File: config.mk
export PLATFORM = sky130hd
export DESIGN_NAME = axi4lite_write_slave_flat
export DESIGN_NICKNAME = d
export VERILOG_FILES = /design/src/rtl/axi4lite_write_slave_if.sv /design/src/rtl/axi4lite_write_slave.sv /design/src/flat_wrapper.sv
export SDC_FILE = /design/constraint.sdc
export NUM_CORES = 1
export LEC_CHECK = 0
export ABC_AREA = 1
export CORE_UTILIZATION = 42
export DETAILED_ROUTE_END_ITERATION = 8
export PLACE_DENSITY = 0.8
export SLEW_MARGIN = 5
export SYNTH_ARGS = -nofsm -noshare
export SYNTH_HDL_FRONTEND = slang
export SYNTH_SLANG_ARGS = --single-unit
File: constraint.sdc
create_clock -name clk -period 1.2 [get_ports clk]
set_input_delay 0.24 -clock clk [delete_from_list [all_inputs] [get_ports clk]]
set_output_delay 0.24 -clock clk [all_outputs]
set_load 0.1 [all_outputs]
File: src/rtl/axi4lite_write_slave_if.sv
// ---------------------------------------------------------------------------
// axi4lite_write_slave_if
//
// AXI4-Lite write-channel bundle (AW, W, B) between an interconnect master and
// the axi4lite_write_slave.
//
// Parameters:
//   ADDR_WIDTH - width of s_awaddr
//   DATA_WIDTH - width of s_wdata (32 or 64)
//
// Signals:
//   s_awaddr, s_awvalid, s_awready   write address channel
//   s_wdata, s_wstrb, s_wvalid, s_wready
//                                    write data channel (s_wstrb only when
//                                    AXI4LITE_WR_WSTRB_EN is defined)
//   s_bresp, s_bvalid, s_bready      write response channel
//
// Modports: master (drives AW/W, consumes B), slave (the opposite).
// ---------------------------------------------------------------------------
interface axi4lite_write_slave_if #(
    parameter int ADDR_WIDTH = 32,
    parameter int DATA_WIDTH = 32
);
    logic [ADDR_WIDTH-1:0]   s_awaddr;
    logic                    s_awvalid;
    logic                    s_awready;
    logic [DATA_WIDTH-1:0]   s_wdata;
`ifdef AXI4LITE_WR_WSTRB_EN
    logic [DATA_WIDTH/8-1:0] s_wstrb;
`endif
    logic                    s_wvalid;
    logic                    s_wready;
    logic [1:0]              s_bresp;
    logic                    s_bvalid;
    logic                    s_bready;

    modport master (
`ifdef AXI4LITE_WR_WSTRB_EN
        output s_wstrb,
`endif
        output s_awaddr, s_awvalid, s_wdata, s_wvalid, s_bready,
        input  s_awready, s_wready, s_bresp, s_bvalid
    );

    modport slave (
`ifdef AXI4LITE_WR_WSTRB_EN
        input  s_wstrb,
`endif
        input  s_awaddr, s_awvalid, s_wdata, s_wvalid, s_bready,
        output s_awready, s_wready, s_bresp, s_bvalid
    );
endinterface

File: src/rtl/axi4lite_write_slave.sv
// ---------------------------------------------------------------------------
// axi4lite_write_slave
//
// AXI4-Lite write-channel slave. Accepts the AW and W beats in either order
// (or together), decodes the captured address against a window of NUM_REGS
// registers, issues a one-cycle write pulse to the local register block and
// returns OKAY or SLVERR on the B channel. One write is in flight at a time.
//
// Optional feature macro: AXI4LITE_WR_WSTRB_EN
//   defined   - s_wstrb is used; wr_strb follows it and an all-zero strobe
//               suppresses wr_en while still answering OKAY.
//   undefined - no s_wstrb; every legal write is a full-word write.
//
// Parameters:
//   ADDR_WIDTH - address width
//   DATA_WIDTH - data width, 32 or 64
//   NUM_REGS   - registers in the window, power of two, >= 2
//
// Ports:
//   clk      in   clock, rising edge
//   reset    in   synchronous active-high reset
//   s        slave modport of axi4lite_write_slave_if (AW/W/B channels)
//   wr_en    out  one-cycle register write pulse
//   wr_idx   out  register index
//   wr_data  out  write data
//   wr_strb  out  byte enables
// ---------------------------------------------------------------------------
module axi4lite_write_slave #(
    parameter int ADDR_WIDTH = 32,
    parameter int DATA_WIDTH = 32,
    parameter int NUM_REGS   = 16
) (
    input  logic                        clk,
    input  logic                        reset,
    axi4lite_write_slave_if.slave       s,
    output logic                        wr_en,
    output logic [$clog2(NUM_REGS)-1:0] wr_idx,
    output logic [DATA_WIDTH-1:0]       wr_data,
    output logic [DATA_WIDTH/8-1:0]     wr_strb
);
    localparam int BYTES = DATA_WIDTH / 8;
    localparam int LSB   = $clog2(BYTES);
    localparam int IDX_W = $clog2(NUM_REGS);

    localparam logic [1:0] RESP_OKAY   = 2'b00;
    localparam logic [1:0] RESP_SLVERR = 2'b10;

    typedef enum logic [2:0] {
        IDLE   = 3'd0,
        HAVE_A = 3'd1,
        HAVE_W = 3'd2,
        COMMIT = 3'd3,
        RESP   = 3'd4
    } state_t;

    state_t                 state_q, state_d;
    logic [ADDR_WIDTH-1:0]  addr_q;
    logic [DATA_WIDTH-1:0]  data_q;
    logic [BYTES-1:0]       strb_q;
    logic [1:0]             bresp_q;

    logic                   aw_hs;
    logic                   w_hs;
    logic                   addr_err;
    logic                   strb_any;

    // Readies and bvalid decode purely from the state register, so there is
    // no path from a valid input to a ready output. Reset is folded in so the
    // channel is closed for the whole time reset is high and opens in the
    // very first cycle after it drops.
    assign s.s_awready = ~reset & ((state_q == IDLE) | (state_q == HAVE_W));
    assign s.s_wready  = ~reset & ((state_q == IDLE) | (state_q == HAVE_A));
    assign s.s_bvalid  = ~reset & (state_q == RESP);
    assign s.s_bresp   = bresp_q;

    assign aw_hs = s.s_awvalid & s.s_awready;
    assign w_hs  = s.s_wvalid  & s.s_wready;

    // Out of range when any bit above the index field is set; misaligned when
    // any byte-offset bit is set.
    assign addr_err = (|(addr_q >> (LSB + IDX_W))) | (|addr_q[LSB-1:0]);

`ifdef AXI4LITE_WR_WSTRB_EN
    assign strb_any = |strb_q;
`else
    assign strb_any = 1'b1;
`endif

    assign wr_en   = ~reset & (state_q == COMMIT) & ~addr_err & strb_any;
    assign wr_idx  = addr_q[LSB +: IDX_W];
    assign wr_data = data_q;
    assign wr_strb = strb_q;

    always_comb begin
        state_d = state_q;
        case (state_q)
            IDLE: begin
                if (aw_hs && w_hs) begin
                    state_d = COMMIT;
                end else if (aw_hs) begin
                    state_d = HAVE_A;
                end else if (w_hs) begin
                    state_d = HAVE_W;
                end
            end
            HAVE_A: begin
                if (w_hs) begin
                    state_d = COMMIT;
                end
            end
            HAVE_W: begin
                if (aw_hs) begin
                    state_d = COMMIT;
                end
            end
            COMMIT: begin
                state_d = RESP;
            end
            RESP: begin
                if (s.s_bready) begin
                    state_d = IDLE;
                end
            end
            default: begin
                state_d = IDLE;
            end
        endcase
    end

    always_ff @(posedge clk) begin
        if (reset) begin
            state_q <= IDLE;
            addr_q  <= '0;
            data_q  <= '0;
            strb_q  <= '0;
            bresp_q <= RESP_OKAY;
        end else begin
            state_q <= state_d;
            if (aw_hs) begin
                addr_q <= s.s_awaddr;
            end
            if (w_hs) begin
                data_q <= s.s_wdata;
`ifdef AXI4LITE_WR_WSTRB_EN
                strb_q <= s.s_wstrb;
`else
                strb_q <= '1;
`endif
            end
            // Response is fixed in the commit cycle and held through RESP.
            if (state_q == COMMIT) begin
                bresp_q <= addr_err ? RESP_SLVERR : RESP_OKAY;
            end
        end
    end

endmodule

File: src/flat_wrapper.sv
// flat-port wrapper written by rule: the top's interface ports become plain ports
module axi4lite_write_slave_flat 
#(
    parameter int ADDR_WIDTH = 32,
    parameter int DATA_WIDTH = 32,
    parameter int NUM_REGS   = 16
)
  (clk, reset, wr_en, wr_idx, wr_data, wr_strb, s_s_awaddr, s_s_awvalid, s_s_wdata, s_s_wvalid, s_s_bready, s_s_awready, s_s_wready, s_s_bresp, s_s_bvalid);
  axi4lite_write_slave_if #(.ADDR_WIDTH(ADDR_WIDTH), .DATA_WIDTH(DATA_WIDTH)) s_i ();
  input  logic clk;
  input  logic reset;
  output logic wr_en;
  output logic [$clog2(NUM_REGS)-1:0] wr_idx;
  output logic [DATA_WIDTH-1:0] wr_data;
  output logic [DATA_WIDTH/8-1:0] wr_strb;
  input wire logic [$bits(s_i.s_awaddr)-1:0] s_s_awaddr;
  input wire logic [$bits(s_i.s_awvalid)-1:0] s_s_awvalid;
  input wire logic [$bits(s_i.s_wdata)-1:0] s_s_wdata;
  input wire logic [$bits(s_i.s_wvalid)-1:0] s_s_wvalid;
  input wire logic [$bits(s_i.s_bready)-1:0] s_s_bready;
  output wire logic [$bits(s_i.s_awready)-1:0] s_s_awready;
  output wire logic [$bits(s_i.s_wready)-1:0] s_s_wready;
  output wire logic [$bits(s_i.s_bresp)-1:0] s_s_bresp;
  output wire logic [$bits(s_i.s_bvalid)-1:0] s_s_bvalid;
  assign s_i.s_awaddr = s_s_awaddr;
  assign s_i.s_awvalid = s_s_awvalid;
  assign s_i.s_wdata = s_s_wdata;
  assign s_i.s_wvalid = s_s_wvalid;
  assign s_i.s_bready = s_s_bready;
  assign s_s_awready = s_i.s_awready;
  assign s_s_wready = s_i.s_wready;
  assign s_s_bresp = s_i.s_bresp;
  assign s_s_bvalid = s_i.s_bvalid;
  axi4lite_write_slave #(.ADDR_WIDTH(ADDR_WIDTH), .DATA_WIDTH(DATA_WIDTH), .NUM_REGS(NUM_REGS)) u_core (.clk(clk), .reset(reset), .s(s_i), .wr_en(wr_en), .wr_idx(wr_idx), .wr_data(wr_data), .wr_strb(wr_strb));
endmodule
==> results of run 1 <==
[cell families after synthesis]
family | share of synthesized area
and+or+nand+nor | 0.270
other | 0.00140
AOI/OAI and AO/OA | 0.108
DFF | 0.516
buffers and inverters | 0.105
[metrics by stage]
step / std cells / utilization / worst slack (ns) / hold slack (ns)
CTS: 593 / 0.965 / -0.593 / 0.423
detailed placement: 543 / 0.760 / -0.438 / 0.448
global placement: 543 / 0.760 / -0.360 / 0.443
floorplan: 347 / - / -0.513 / 0.302
[Yosys cell counts]
cell / count / area [um2]
nand3_1: 35 / 175
nor2_2: 3 / 18.8
conb_1: 1 / 3.75
inv_2: 3 / 11.3
nor3_1: 1 / 5.00
nand4_1: 6 / 37.5
o21ai_0: 15 / 75.1
nand2_1: 100 / 375
nor2_1: 9 / 33.8
buf_2: 15 / 75.1
a21oi_1: 23 / 115
nand2_4: 2 / 22.5
nand3_4: 1 / 17.5
buf_6: 2 / 22.5
or2_1: 1 / 6.26
dfxtp_1: 69 / 1380
nor4_1: 3 / 18.8
nor2_4: 1 / 11.3
clkbuf_1: 1 / 3.75
buf_4: 9 / 67.6
o21ai_1: 20 / 100
inv_1: 27 / 101
[what timing repair did]
action	CTS
resized for setup	148
pin swaps	41
endpoints found under the setup margin	75
setup buffers	21
cloned	14
==> results.md, run 1 <==
* Outcome: did not finish
* Stop stage: global routing (5_1_grt)
* First error: [ERROR DPL-0038] Utilization greater than 100%, impossible to legalize
* Seq cells post-synth at 69
* Worst EP post-GRT repair: wr_en
* GP Congestion at 0.778
* # rows at 28
* HPWL Detailed at 5340 um
* Cts hold-fix bufs at 0
* Placed cell area at 0.00458 mm2
* Average cell area after synthesis at 7.72 um2
* Initial core utilization at 0.445
* CTS root buf: clkbuf_8
* Post-synthesis sequential area ratio at 0.516
* Buffers on Ports at 113
* TritonCTS Buffers at 9
* Worst endpoint type: primary output
* Syn Inst Count at 347
* CTS Sinks at 69
* Syn_nets at 416
* Synth warnings at 0
* Die Height at 81.9 um
* Largest net degree at the start of global routing at 41
* Yosys cell types at 22
* Post-Syn Area at 0.00268 mm2
* CTS Buffer Depth at 2
* H-tree level count at 3
* I/O pin count at 115
* Chip width at 81.9 um
==> inputs of run 2 (changes only) <==
--- a/config.mk
+++ b/config.mk
@@ -6,9 +6,9 @@
 export NUM_CORES = 1
 export LEC_CHECK = 0
 export ABC_AREA = 1
-export CORE_UTILIZATION = 42
+export CORE_UTILIZATION = 30
 export DETAILED_ROUTE_END_ITERATION = 8
-export PLACE_DENSITY = 0.8
+export PLACE_DENSITY_LB_ADDON = 0.15
 export SLEW_MARGIN = 5
 export SYNTH_ARGS = -nofsm -noshare
 export SYNTH_HDL_FRONTEND = slang
==> results.md, run 2 <==
* Outcome: finished, violations left (was did not finish)
* Violated checks: setup timing
* TritonCTS Buffers at 9 (unchanged)
* Area growth syn-to-layout at 113%
* Syn Inst Count at 347 (unchanged)
* Power per cell area at 1810 mW/mm2
* GP Congestion at 0.807 (was 0.778)
* WP buf/inv at 1
* Die Height at 96.5 um (was 81.9 um)
* Syn_nets at 416 (unchanged)
* Clock power frac at 0.166
* Worst min-delay path class: in -> reg
* Clk pin slew, worst setup/hold paths at 0.08 ns
* ANT cells at 0
* Number of synthesized flops with an enable pin at 0 (unchanged)
* Via count at 2,838
* Largest net degree at the start of global routing at 40
* Fillers at 702
* Yosys top cell area share at 0.516 (unchanged)
* H-tree level count at 3 (unchanged)
* Worst setup EP type: primary output
* Commonest non-fill, non-tap cell in the layout: clkdlybuf4s50_1
* Hold Path Depth at 3
* I/O pin count at 115 (unchanged)
* Hold Violations, Final at 0
* CTS Buffer Depth at 2 (unchanged)
* Fin crit period at 1.74 ns
* Buffers on Ports at 113 (unchanged)
* Core area at 0.00868 mm2
* FMAX at 576 MHz
* Total Die Area at 0.00931 mm2
* Post-synth top area cell: dfxtp_1 (unchanged)
* Yosys cell types at 22 (unchanged)
* Initial antenna violation count at 0
* Int Power at 0.00593 W
* DR pass1 iterations at 4
* Chip width at 96.5 um (was 81.9 um)
* Worst-path cell chain: nor4_4 > nand3_2 > nor3_4 > buf_12
* Final Net Count at 576
* CTS Sinks at 69 (unchanged)
* Async SR Flop Fraction at 0 (unchanged)
* Drc violations at 0
* Worst reg2reg endpoint: u_core.wr_data[25]
* Setup violators final at 71
* Routed Antenna Nets at 0
* CP max FO at 2
* Average cell area after synthesis at 7.72 um2 (unchanged)
* Top FF cell, synth: dfxtp_1 (unchanged)
* Switching pwr at 0.00442 W
* Kind of critical path: reg -> out
* HP Start: s_s_wdata[10]
* RR Startpoint: u_core.state_q[1]
* Comb power frac at 0.538
* Share of layout cells above drive strength 1 at 0.531
* Most frequent cells in the layout: 68 x clkdlybuf4s50_1, 63 x nand2_1, 50 x buf_12
* Worst Setup Start Kind: flip-flop
* Leak Pwr at 2.41 nW
* Max cap viols at 0
* Final Util at 0.659
* GRT overflow at 0
* RSZ-0062 raised after global routing: yes
* Initial core utilization at 0.309 (was 0.445)
* Slowest-stage cell, CP: dfxtp_2
* Number of global-route vias before repair at 2,434
* Post-Syn Area at 0.00268 mm2 (unchanged)
* Crit path DAT at 1.50 ns
* Synth warnings at 0 (unchanged)
* HPWL Detailed at 4980 um (was 5340 um)
* Insertion delay to the later sink of the worst-skew pair at 0.35 ns
* Sw frac at 0.427
* Seq cells post-synth at 69 (unchanged)
* R2R depth at 10
* Starting DRC count in detailed routing at 121
* Wire per inst at 13.6 um
* Global Route Usage Sum at 0.170
* DR vias/cell at 4.58
* Peak VDD IR at 1.08 mV
* Placed cell area at 0.00462 mm2 (was 0.00458 mm2)
* Final wirelength at 8400 um
* Setup Skew at 0.0139 ns
* Seq pwr share at 0.296
* Post-synthesis sequential area ratio at 0.516 (unchanged)
* Critical Path RT at 0.96 ns
* Synth area leaders: dfxtp_1 52%, nand2_1 14%, nand3_1 6.5%, a21oi_1 4.3%, inv_1 3.8% (unchanged)
* R2R Setup Slk at -0.36 ns
* Design area at 0.00572 mm2
* CTS root buf: clkbuf_8 (unchanged)
* Final max-slew violation count at 0
* Min Hold Slack at 0.427 ns
* Final Non-Filler Cells at 620
* Fin crit share at 1.45
* Critical Path Max Stage Delay at 0.33 ns
* Placed cell count at 578 (was 543)
* # rows at 34 (was 28)
* Commonest cells post-synth: 100 x nand2_1, 69 x dfxtp_1, 35 x nand3_1 (unchanged)
* CTS tree: yes
* Worst path top cell family by delay: simple AND/OR/NAND/NOR gates
* Top-count cell post-synth: nand2_1 (unchanged)
* First-pass GRT wire length at 11,900 um
* Setup WS post-layout at -0.536 ns
* Fin Setup TNS at -17.96 ns
* Worst Hold Path EP: u_core.wr_data[10]
run 2: power groups by stage:
stage | clock network [W] | logic [W] | registers (W)
floorplan | 0 | 0.00153 | 0.00423
global placement | 0 | 0.00442 | 0.00305
detailed placement | 0 | 0.00444 | 0.00306
CTS | 0.00177 | 0.00506 | 0.00303
global route | 0.00187 | 0.00585 | 0.00310
finish | 0.00172 | 0.00557 | 0.00306
run 2: kinds of logic (layout without fill, tap and decap cells):
logic type             Yosys count  count (layout)  share of synthesized area
and+or+nand+nor                162             162                      0.270
other                            1               1                    0.00140
AOI/OAI and AO/OA               58              58                      0.108
DFF                             69              69                      0.516
buffers and inverters           57             222                      0.105
run 2: cell type report:
cell class	instances	area, um2	share of cell area
repair buffers	176	2370	0.414
clock inverters	6	38.8	0.00678
flip-flops and latches	69	1440	0.251
inverters	30	135	0.0236
well taps	108	135	0.0236
multi-input cells	221	1470	0.257
clock buffers	10	138	0.0241
run 2: per-stage QoR:
| stage | total power, W | worst slack [ns] |
|---|---|---|
| 6_report | 0.0104 | -0.536 |
| 5_1_grt | 0.0108 | -0.652 |
| 4_1_cts | 0.00987 | -0.643 |
| 3_5_place_dp | 0.00750 | -0.379 |
| 3_3_place_gp | 0.00747 | -0.370 |
| 2_1_floorplan | 0.00576 | -0.513 |
run 2: worst reg2reg max path: stages (launching register included):
cell and delay, ns:
dfxtp_2 0.33, buf_6 0.11, buf_6 0.12, buf_6 0.12
nor2_4 0.11, nand3_4 0.19, clkinv_4 0.14, buf_12 0.12
buf_8 0.12, nand2_2 0.06, nand2_1 0.08
run 2: how the worst max path moves through the flow:
stage / start / end / slack [ns] / depth (start not counted)
6_report: u_core.addr_q[11] / wr_en / -0.54 / 4
5_1_grt: u_core.addr_q[26] / wr_en / -0.65 / 6
4_1_cts: u_core.addr_q[14] / wr_en / -0.64 / 4
3_5_place_dp: reset / u_core.addr_q[0] / -0.38 / 5
3_3_place_gp: reset / u_core.addr_q[4] / -0.37 / 6
2_1_floorplan: u_core.state_q[2] / wr_en / -0.51 / 5
run 2: layer usage:
| layer | routed length, um | vias to the layer above | GRT usage |
|---|---|---|---|
| li1 | - | 1431 | - |
| met1 | 3650 | 1310 | 0.218 |
| met2 | 4110 | 84 | 0.271 |
| met3 | 493 | 13 | 0.0383 |
| met4 | 146 | 0 | 0.0735 |
| met5 | 0 | - | 0 |
run 2: repair_timing:
action / in CTS / in global routing
hold buffers: 0 / 0
endpoints found under the setup margin: 74 / 78
cloned: 7 / 3
setup buffers: 11 / 12
pin swaps: 7 / 32
gates resized for setup: 59 / 119
Note: power is estimated with default switching activity, not from simulation.
